`src/rtl/ddr2pbuf_stream.sv`:
```
// DDR read-stream to PE parameter-buffer loader: UNIT_N-lane scatter from a programmable
// base address, with ready/valid backpressure toward DDR, pbuf write stall and abort.
//
// state | meaning
// IDLE  | waiting for start; done high
// RUN   | accepting DDR beats into the output stage
// DRAIN | last beat accepted; waiting for its write to retire
module ddr2pbuf_stream #(
    parameter int BATCH     = 4,
    parameter int DATA_W    = 8,
    parameter int DDR_W     = BATCH * DATA_W,
    parameter int BUF_DEPTH = 256,
    parameter int ADDR_W    = $clog2(BUF_DEPTH),
    parameter int PE_NUM    = 32,
    parameter int UNIT_N    = 4,
    parameter int PIX_W     = 4,
    parameter int CH_W      = 4
) (
    input  logic                    clk,
    input  logic                    rst,
    input  logic                    start,
    input  logic                    abort,
    output logic                    done,
    input  logic                    conf_mode,
    input  logic [15:0]             conf_trans_num,
    input  logic [CH_W-1:0]         conf_ch_num,
    input  logic [PIX_W-1:0]        conf_pix_num,
    input  logic                    conf_depool,
    input  logic [ADDR_W-1:0]       conf_base_addr,
    input  logic [PE_NUM-1:0]       conf_mask,
    input  logic [DDR_W-1:0]        ddr1_data,
    input  logic                    ddr1_valid,
    output logic                    ddr1_ready,
    input  logic [DDR_W-1:0]        ddr2_data,
    input  logic                    ddr2_valid,
    output logic                    ddr2_ready,
    input  logic                    pbuf_stall,
    output logic [UNIT_N*DDR_W-1:0] pbuf_wr_data,
    output logic [ADDR_W-1:0]       pbuf_wr_addr,
    output logic [PE_NUM-1:0]       pbuf_wr_en,
    output logic [15:0]             beat_cnt
);

    localparam int LANE_W = $clog2(UNIT_N);
    localparam int OUT_W  = UNIT_N * DDR_W;

    typedef enum logic [1:0] {
        S_IDLE  = 2'd0,
        S_RUN   = 2'd1,
        S_DRAIN = 2'd2
    } state_t;

    state_t state, state_nxt;

    logic              mode_q;
    logic [15:0]       trans_q;
    logic [CH_W-1:0]   ch_num_q;
    logic [PIX_W-1:0]  pix_num_q;
    logic              depool_q;
    logic [ADDR_W-1:0] base_q;
    logic [PE_NUM-1:0] mask_q;

    logic [CH_W-1:0]   ch;
    logic [PIX_W-1:0]  pix;
    logic [PIX_W:0]    pix_step;
    logic [PIX_W:0]    pix_adv;

    logic              out_vld;
    logic              can_acc;
    logic              joint_ok;
    logic              acc;
    logic              retire;
    logic              last;
    logic              start_ok;

    logic [DDR_W-1:0]  beat;
    logic [OUT_W-1:0]  wr_data_nxt;
    logic [PE_NUM-1:0] wr_en_nxt;
    logic [ADDR_W-1:0] wr_addr_nxt;
    logic [ADDR_W-1:0] upd_off;
    logic [31:0]       lane_sel;

    assign start_ok = (state == S_IDLE) && start && !abort;
    assign can_acc  = (state == S_RUN) && (!out_vld || !pbuf_stall);
    assign joint_ok = can_acc && ddr1_valid && ddr2_valid;
    assign ddr1_ready = mode_q ? joint_ok : 1'b0;
    assign ddr2_ready = mode_q ? joint_ok : can_acc;
    assign acc      = ddr2_valid && ddr2_ready;
    assign retire   = out_vld && !pbuf_stall;
    assign done     = (state == S_IDLE);

    assign pix_step = depool_q ? (PIX_W+1)'(UNIT_N) : (PIX_W+1)'(1);
    assign pix_adv  = {1'b0, pix} + pix_step;
    assign last     = mode_q ? ((ch == ch_num_q) && (pix_adv > {1'b0, pix_num_q}))
                             : (beat_cnt == trans_q);

    always_ff @(posedge clk or negedge rst) begin
        if (!rst) begin
            state <= S_IDLE;
        end else begin
            state <= state_nxt;
        end
    end

    always_comb begin
        state_nxt = state;
        case (state)
            S_IDLE:  if (start) state_nxt = S_RUN;
            S_RUN:   if (acc && last) state_nxt = S_DRAIN;
            S_DRAIN: if (!out_vld || !pbuf_stall) state_nxt = S_IDLE;
            default: state_nxt = S_IDLE;
        endcase
        if (abort) state_nxt = S_IDLE;
    end

    // Update-mode address: channel in the high bits, pixel group in the low bits.
    always_comb begin
        upd_off  = (ADDR_W'(ch) << (PIX_W - LANE_W)) | ADDR_W'(pix >> LANE_W);
        lane_sel = 32'(pix) % 32'(UNIT_N);

        beat = mode_q ? ddr1_data : ddr2_data;
        if (mode_q && depool_q) begin
            for (int i = 0; i < BATCH; i++) begin
                beat[i*DATA_W +: DATA_W] = (ddr2_data[i*DATA_W +: DATA_W] != '0)
                                         ? ddr1_data[i*DATA_W +: DATA_W] : '0;
            end
        end

        wr_data_nxt = '0;
        for (int l = 0; l < UNIT_N; l++) begin
            wr_data_nxt[l*DDR_W +: DDR_W] = beat;
        end

        wr_en_nxt = mask_q;
        if (mode_q && !depool_q) begin
            for (int p = 0; p < PE_NUM; p++) begin
                if (32'(p % UNIT_N) != lane_sel) wr_en_nxt[p] = 1'b0;
            end
        end

        wr_addr_nxt = mode_q ? (base_q + upd_off) : (base_q + beat_cnt[ADDR_W-1:0]);
    end

    always_ff @(posedge clk or negedge rst) begin
        if (!rst) begin
            mode_q    <= 1'b0;
            trans_q   <= '0;
            ch_num_q  <= '0;
            pix_num_q <= '0;
            depool_q  <= 1'b0;
            base_q    <= '0;
            mask_q    <= '0;
        end else if (start_ok) begin
            mode_q    <= conf_mode;
            trans_q   <= conf_trans_num;
            ch_num_q  <= conf_ch_num;
            pix_num_q <= conf_pix_num;
            depool_q  <= conf_depool;
            base_q    <= conf_base_addr;
            mask_q    <= conf_mask;
        end
    end

    always_ff @(posedge clk or negedge rst) begin
        if (!rst) begin
            ch       <= '0;
            pix      <= '0;
            beat_cnt <= '0;
        end else if (start_ok) begin
            ch       <= '0;
            pix      <= '0;
            beat_cnt <= '0;
        end else if (acc && !abort) begin
            if (beat_cnt != 16'hFFFF) beat_cnt <= beat_cnt + 16'd1;
            if (ch == ch_num_q) begin
                ch  <= '0;
                pix <= pix_adv[PIX_W-1:0];
            end else begin
                ch  <= ch + CH_W'(1);
            end
        end
    end

    // Single output register stage; an accept always coincides with retirement of any held write.
    always_ff @(posedge clk or negedge rst) begin
        if (!rst) begin
            out_vld      <= 1'b0;
            pbuf_wr_en   <= '0;
            pbuf_wr_addr <= '0;
            pbuf_wr_data <= '0;
        end else if (abort) begin
            out_vld      <= 1'b0;
            pbuf_wr_en   <= '0;
        end else if (acc) begin
            out_vld      <= 1'b1;
            pbuf_wr_en   <= wr_en_nxt;
            pbuf_wr_addr <= wr_addr_nxt;
            pbuf_wr_data <= wr_data_nxt;
        end else if (retire) begin
            out_vld      <= 1'b0;
            pbuf_wr_en   <= '0;
        end
    end

endmodule

```
`config.mk`:
```
export PLATFORM = sky130hd
export DESIGN_NAME = ddr2pbuf_stream
export DESIGN_NICKNAME = d
export VERILOG_FILES = /design/src/rtl/ddr2pbuf_stream.sv
export SDC_FILE = /design/constraint.sdc
export NUM_CORES = 1
export LEC_CHECK = 0
export ABC_AREA = 1
export ABC_CLOCK_PERIOD_IN_PS = 4400
export CAP_MARGIN = 20
export CELL_PAD_IN_SITES_DETAIL_PLACEMENT = 1
export CELL_PAD_IN_SITES_GLOBAL_PLACEMENT = 2
export CORE_ASPECT_RATIO = 0.6
export CORE_MARGIN = 5
export CORE_UTILIZATION = 27
export DETAILED_ROUTE_END_ITERATION = 7
export GPL_ROUTABILITY_DRIVEN = 1
export GPL_TIMING_DRIVEN = 0
export PLACE_DENSITY = 0.95
export SLEW_MARGIN = 0
export SYNTH_ARGS = -nofsm -noshare
export SYNTH_HDL_FRONTEND = slang
export SYNTH_SLANG_ARGS = --single-unit
```
`constraint.sdc`:
```
create_clock -name clk -period 4.4 [get_ports clk]
set_clock_uncertainty 0.1 [all_clocks]
set_input_delay 0.88 -clock clk [delete_from_list [all_inputs] [get_ports clk]]
set_output_delay 0.88 -clock clk [all_outputs]
set_load 0.02 [all_outputs]
```
-- Yosys cells after proc, flatten, opt, wreduce, memory -nomap -nowiden
Index checks and enable logic that the tools add are counted.
- add/sub/neg operators: 5
- order comparisons: 1
- eq/ne operators: 11
- mux-type cells: 64
- bitwise logic cells: 2
- reduce and logical (&&, ||, !) cells: 31
- operators with widths (cell ; count):
    $mux W32 ; 6
    $mux W16 ; 3
    $mux W8 ; 5
    $mux W1 ; 38
    $reduce_bool A32 Y1 ; 1
    $reduce_bool A8 Y1 ; 4
    $mux W4 ; 6
    $add A16 B1 Y16 const B ; 1
    $eq A16 B16 Y1 ; 1
    $ne A16 B16 Y1 const B ; 1
    $logic_and A1 B1 Y1 ; 12
    $add A8 B6 Y8 ; 1
    $add A8 B8 Y8 ; 1
    $mux W2 ; 4
    $ne A3 B3 Y1 const B ; 2
    $or A6 B2 Y6 ; 1
    $pmux W2 S3 ; 1
    $reduce_and A2 Y1 ; 3
    $reduce_bool A2 Y1 ; 3
    $add A4 B3 Y5 ; 1
    $gt A5 B4 Y1 ; 1
    $add A4 B1 Y4 const B ; 1
    $eq A4 B4 Y1 ; 1
    $logic_not A1 Y1 ; 4
    11 further kinds ; 12
- bits in registers: 261
- input bits: 137
- output and inout port bits: 187
- word-level logic and storage cells: 129

-- Longest topological paths before layout
- depth after elaboration: 11
- mapped depth: 18
- mapped depth without buffers: 18

-- Worst setup path before layout
OpenSTA, ideal clock, no wires.
- path kind: register -> register
- from: reg mode_q
- to: reg pbuf_wr_addr[6]
- library setup time: 0.117 ns
- data arrival time: 2.352 ns
- required time: 4.183 ns
- setup slack: 1.831 ns
- stages on the path, launching flop included: 15
- path buffers: 3
- clock period less this slack: 2.569 ns
- path through: dfrtp_1 > buf_2 > buf_2 > clkbuf_1 > nand2_1 > o21ai_0 > ha_1 > inv_1 > fa_1 > o21ai_0 > nand2_1 > a21oi_1 > o21ai_0 > nand3_1 > nand2_1
- cells in the longest elaborated chain, start to end: 3
- elaborated cells on any way between the ends: 4
- those cells by class: mux: 2; reduce/logical: 2
- ends and longest elaborated chain (item ; RTL line ; RTL):
    start: declaration ; 55 ; logic mode_q;
    start signal: assignment ; 154 ; mode_q <= conf_mode;
    $mux W1 ; 87 ; assign ddr2_ready = mode_q ? joint_ok : can_acc;
    $logic_and A1 B1 Y1 ; 88 ; assign acc = ddr2_valid && ddr2_ready;
    $reduce_and A2 Y1 (no line) ; n/a ;
    end signal: assignment ; 197 ; pbuf_wr_addr <= wr_addr_nxt;
    end: declaration ; 39 ; output logic [ADDR_W-1:0] pbuf_wr_addr,
Parallel ways exist; a longest one is shown, timed or not.
A chain may end at the register's enable or synchronous reset.

-- Worst setup path after layout
- from: reg mode_q
- to: out ddr1_ready
- cells in the longest elaborated chain, start to end: 1
- ends and longest elaborated chain (item ; RTL line ; RTL):
    $mux W1 ; 86 ; assign ddr1_ready = mode_q ? joint_ok : 1'b0;
    end: declaration ; 33 ; output logic ddr1_ready,
Every way passes these cells.

==> impl_metrics.yaml <==
setup_path:
  critPathMaxFanout: 10
  endpoint_kind: "output pin"
  critPathLaunchType: "flop"
  cp_data_required_time_ns: 3.42
  critPathArrivalTime_ns: 2.50
  crit_type: "reg -> out"
synthesis:
  synth_most_common_cell: "nand2_1"
  ys_top_cells_by_count: "nand2_1, dfrtp_1, inv_1"
  async_flop_share_pct: 100
  synth_cell_types: 40
  synth_ff_type: "dfrtp_1"
  synth.cell_area_um2: 9270
  synth_seq_cells: 165
  syn_nets: 1350
  synth-seq-area-share_pct: 44.5
  yosys.area.top_type: "dfrtp_1"
  synth_top_area_share_pct: 44.5
  synth_edf_count: 0
  syn-instance-count: 1196
  synthTopCellsByArea: "dfrtp_1, nand2_1, buf_4"
  yosysWarnings: 0
  synth_area_per_cell_um2: 7.75
clock_tree:
  cts_hold_buf: 0
  clkTransAtPathRegs_ns: 0.07
  cts_buffer_depth: 2
  cts_max_level: 4
  insertion_delay_ns: 0.44
  cts_setup_buffers: 0
  cts-buffers-inserted: 17
  cts_tree: "yes"
  ctsResizeCount: 0
  cts.sinks: 165
  clk_root_buffer_cell: "clkbuf_16"
floorplanning:
  start_util_pct: 27.5
  die_area_um2: 38300
  core_um2: 33800
  row_count: 52
  top_level_ports: 324
  fp.dieH_um: 154
  die_w_um: 249
routing:
  first_pass_iters: 4
  drc: 0
  wl_um: 36500
  vias: 9119
  ant_nets: 0
  routed_via_density: 4.53
  drt_iter0_markers: 433
  wl_per_cell_um: 18.1
placement:
  gp_congestion: 0.831
  dp_cells: 1979
  dp_slack_ns: 0.965
  dpl.hpwl_um: 28900
  io_buffers: 323
  placed_cell_area_um2: 13100
sta:
  setup_violations: 0
  period_share_pct: 79.1
  slew_violations: 0
  fin_ws_ns: 0.920
  period_minus_slack_ns: 3.48
  timing.fmax_mhz: 287
  tightest_slew_ns: 0.861
  rsz0062_at_grt: "no"
  slew_headroom_pct: 42.2
  finalHoldViolations: 0
grt:
  antenna_found_initial: 1
  grt_max_degree: 106
  overflow: 0
  grt_usage_pct: 18.6
  grt_pass1_wl_um: 56800
  grt_pass1_vias: 9604
layout:
  postLayoutCellArea_um2: 13700
  stdcell_count: 2012
  nets: 1693
  final_util_pct: 40.5
  drive_gt1_share_pct: 12.5
  area_growth_pct: 47.5
power_and_ir_drop:
  power_density_nw_per_um2: 573
  p_total_mw: 7.83
  peakVddDrop_v: 0.000288
  p_leak_nw: 6.41
min_path:
  hold_class: "in -> async"
job:
  maxCapViolations: 0
status:
  status: "finished, final reports clean"
[final cells by class]
class | instances | area, µm²
Buffer | 144 | 988
Clock buffer | 19 | 433
Sequential cell | 165 | 4130
Timing Repair Buffer | 324 | 3270
Clock inverter | 13 | 125
Tap cell | 459 | 574
Inverter | 114 | 433
Fill cell | 4033 | 20100
Multi-Input combinational cell | 773 | 3720
Antenna cell | 1 | 2.50
[final timing paths]
path,to,slack [ns],cells past startpoint,start
worst min register to register,pbuf_wr_addr[0]$_DFFE_PN0P_,0.38,2,pbuf_wr_addr[0]$_DFFE_PN0P_
worst max-delay path,ddr1_ready,0.92,5,mode_q$_DFFE_PN0P_
worst min-delay path,ch_num_q[2]$_DFFE_PN0P_,0.29,1,rst
worst max register to register,pbuf_wr_addr[6]$_DFFE_PN0P_,1.20,14,mode_q$_DFFE_PN0P_
max in group asynchronous,pbuf_wr_data[121]$_DFFE_PN0P_,2.97,2,rst
min in group clk,pbuf_wr_addr[0]$_DFFE_PN0P_,0.38,2,pbuf_wr_addr[0]$_DFFE_PN0P_
[routing by layer]
| metal | vias up | wire length, µm | GRT usage [%] |
|---|---|---|---|
| met1 | 4505 | 16500 | 24.4 |
| met4 | 0 | 474 | 4.20 |
| met3 | 28 | 1590 | 3.63 |
| met5 | - | 0 | 0 |
| li1 | 4368 | - | - |
| met2 | 218 | 17900 | 32.3 |
[metrics by stage]
stage	setup TNS (ns)	hold WS, ns
global placement	-805.90	0.359
detailed placement	0	0.362
CTS	0	0.297
finish	0	0.291
global route	0	0.321
floorplan	0	0.355
[critical path, stage by stage, from the launching register on]
cell	delay [ns]
dfrtp_1	0.43
inv_1	0.11
buf_2	0.27
buf_1	0.53
nor3_1	0.15
clkdlybuf4s50_1	0.57
[power breakdown]
| group | switching [mW] | leakage, nW | total [mW] | internal (mW) |
|---|---|---|---|---|
| Combinational | 2.03 | 4.00 | 4.06 | 2.04 |
| Sequential | 0.405 | 2.13 | 2.28 | 1.88 |
| Clock | 0.694 | 0.274 | 1.48 | 0.789 |
[cell usage in the layout (no fill, tap or decap), types with 2 or more instances in the layout]
cell / synthesis / routed
clkbuf_1: 13 / 15
clkinv_2: 0 / 3
o21ai_2: 16 / 16
buf_2: 21 / 21
xor2_1: 24 / 24
buf_4: 96 / 96
ha_1: 16 / 16
o21ai_0: 93 / 93
nor3_1: 8 / 8
buf_6: 8 / 8
o21ai_1: 11 / 11
nand2_2: 2 / 2
nand2_4: 2 / 2
inv_6: 0 / 3
nor2_1: 77 / 77
dfrtp_1: 165 / 165
inv_4: 2 / 2
o211ai_1: 2 / 2
clkdlybuf4s50_1: 0 / 322
o22ai_1: 32 / 32
nand3_2: 2 / 2
inv_2: 2 / 2
xnor2_1: 2 / 2
nand2_1: 403 / 403
or2_2: 3 / 3
a21oi_1: 42 / 42
clkinv_4: 0 / 4
clkbuf_16: 0 / 17
buf_1: 5 / 5
nand3_1: 16 / 16
nor4_1: 10 / 10
inv_1: 110 / 110
[flip-flops by register name (all words and copies together), names as in the netlist]
register	cells
pbuf_wr_addr	8
pbuf_wr_data	32
trans_q	16
state	2
out_vld	1
mask_q	32
ch	4
beat_cnt	16
depool_q	1
pix	4
pbuf_wr_en	32
base_q	8
pix_num_q	4
ch_num_q	4
mode_q	1
[logic make-up (layout without fill, tap and decap cells)]
logic type / Yosys count / after routing / share of synthesized area [%]
AOI/OAI and AO/OA: 202 / 202 / 12.4
buffers and inverters: 258 / 614 / 15.3
xor gates and xnor gates: 26 / 26 / 2.46
and+or+nand+nor: 528 / 528 / 22.9
DFF: 165 / 165 / 44.5
other: 0 / 1 / 0
adders and majority gates: 17 / 17 / 2.38
Power figures use the tool's default switching activity.
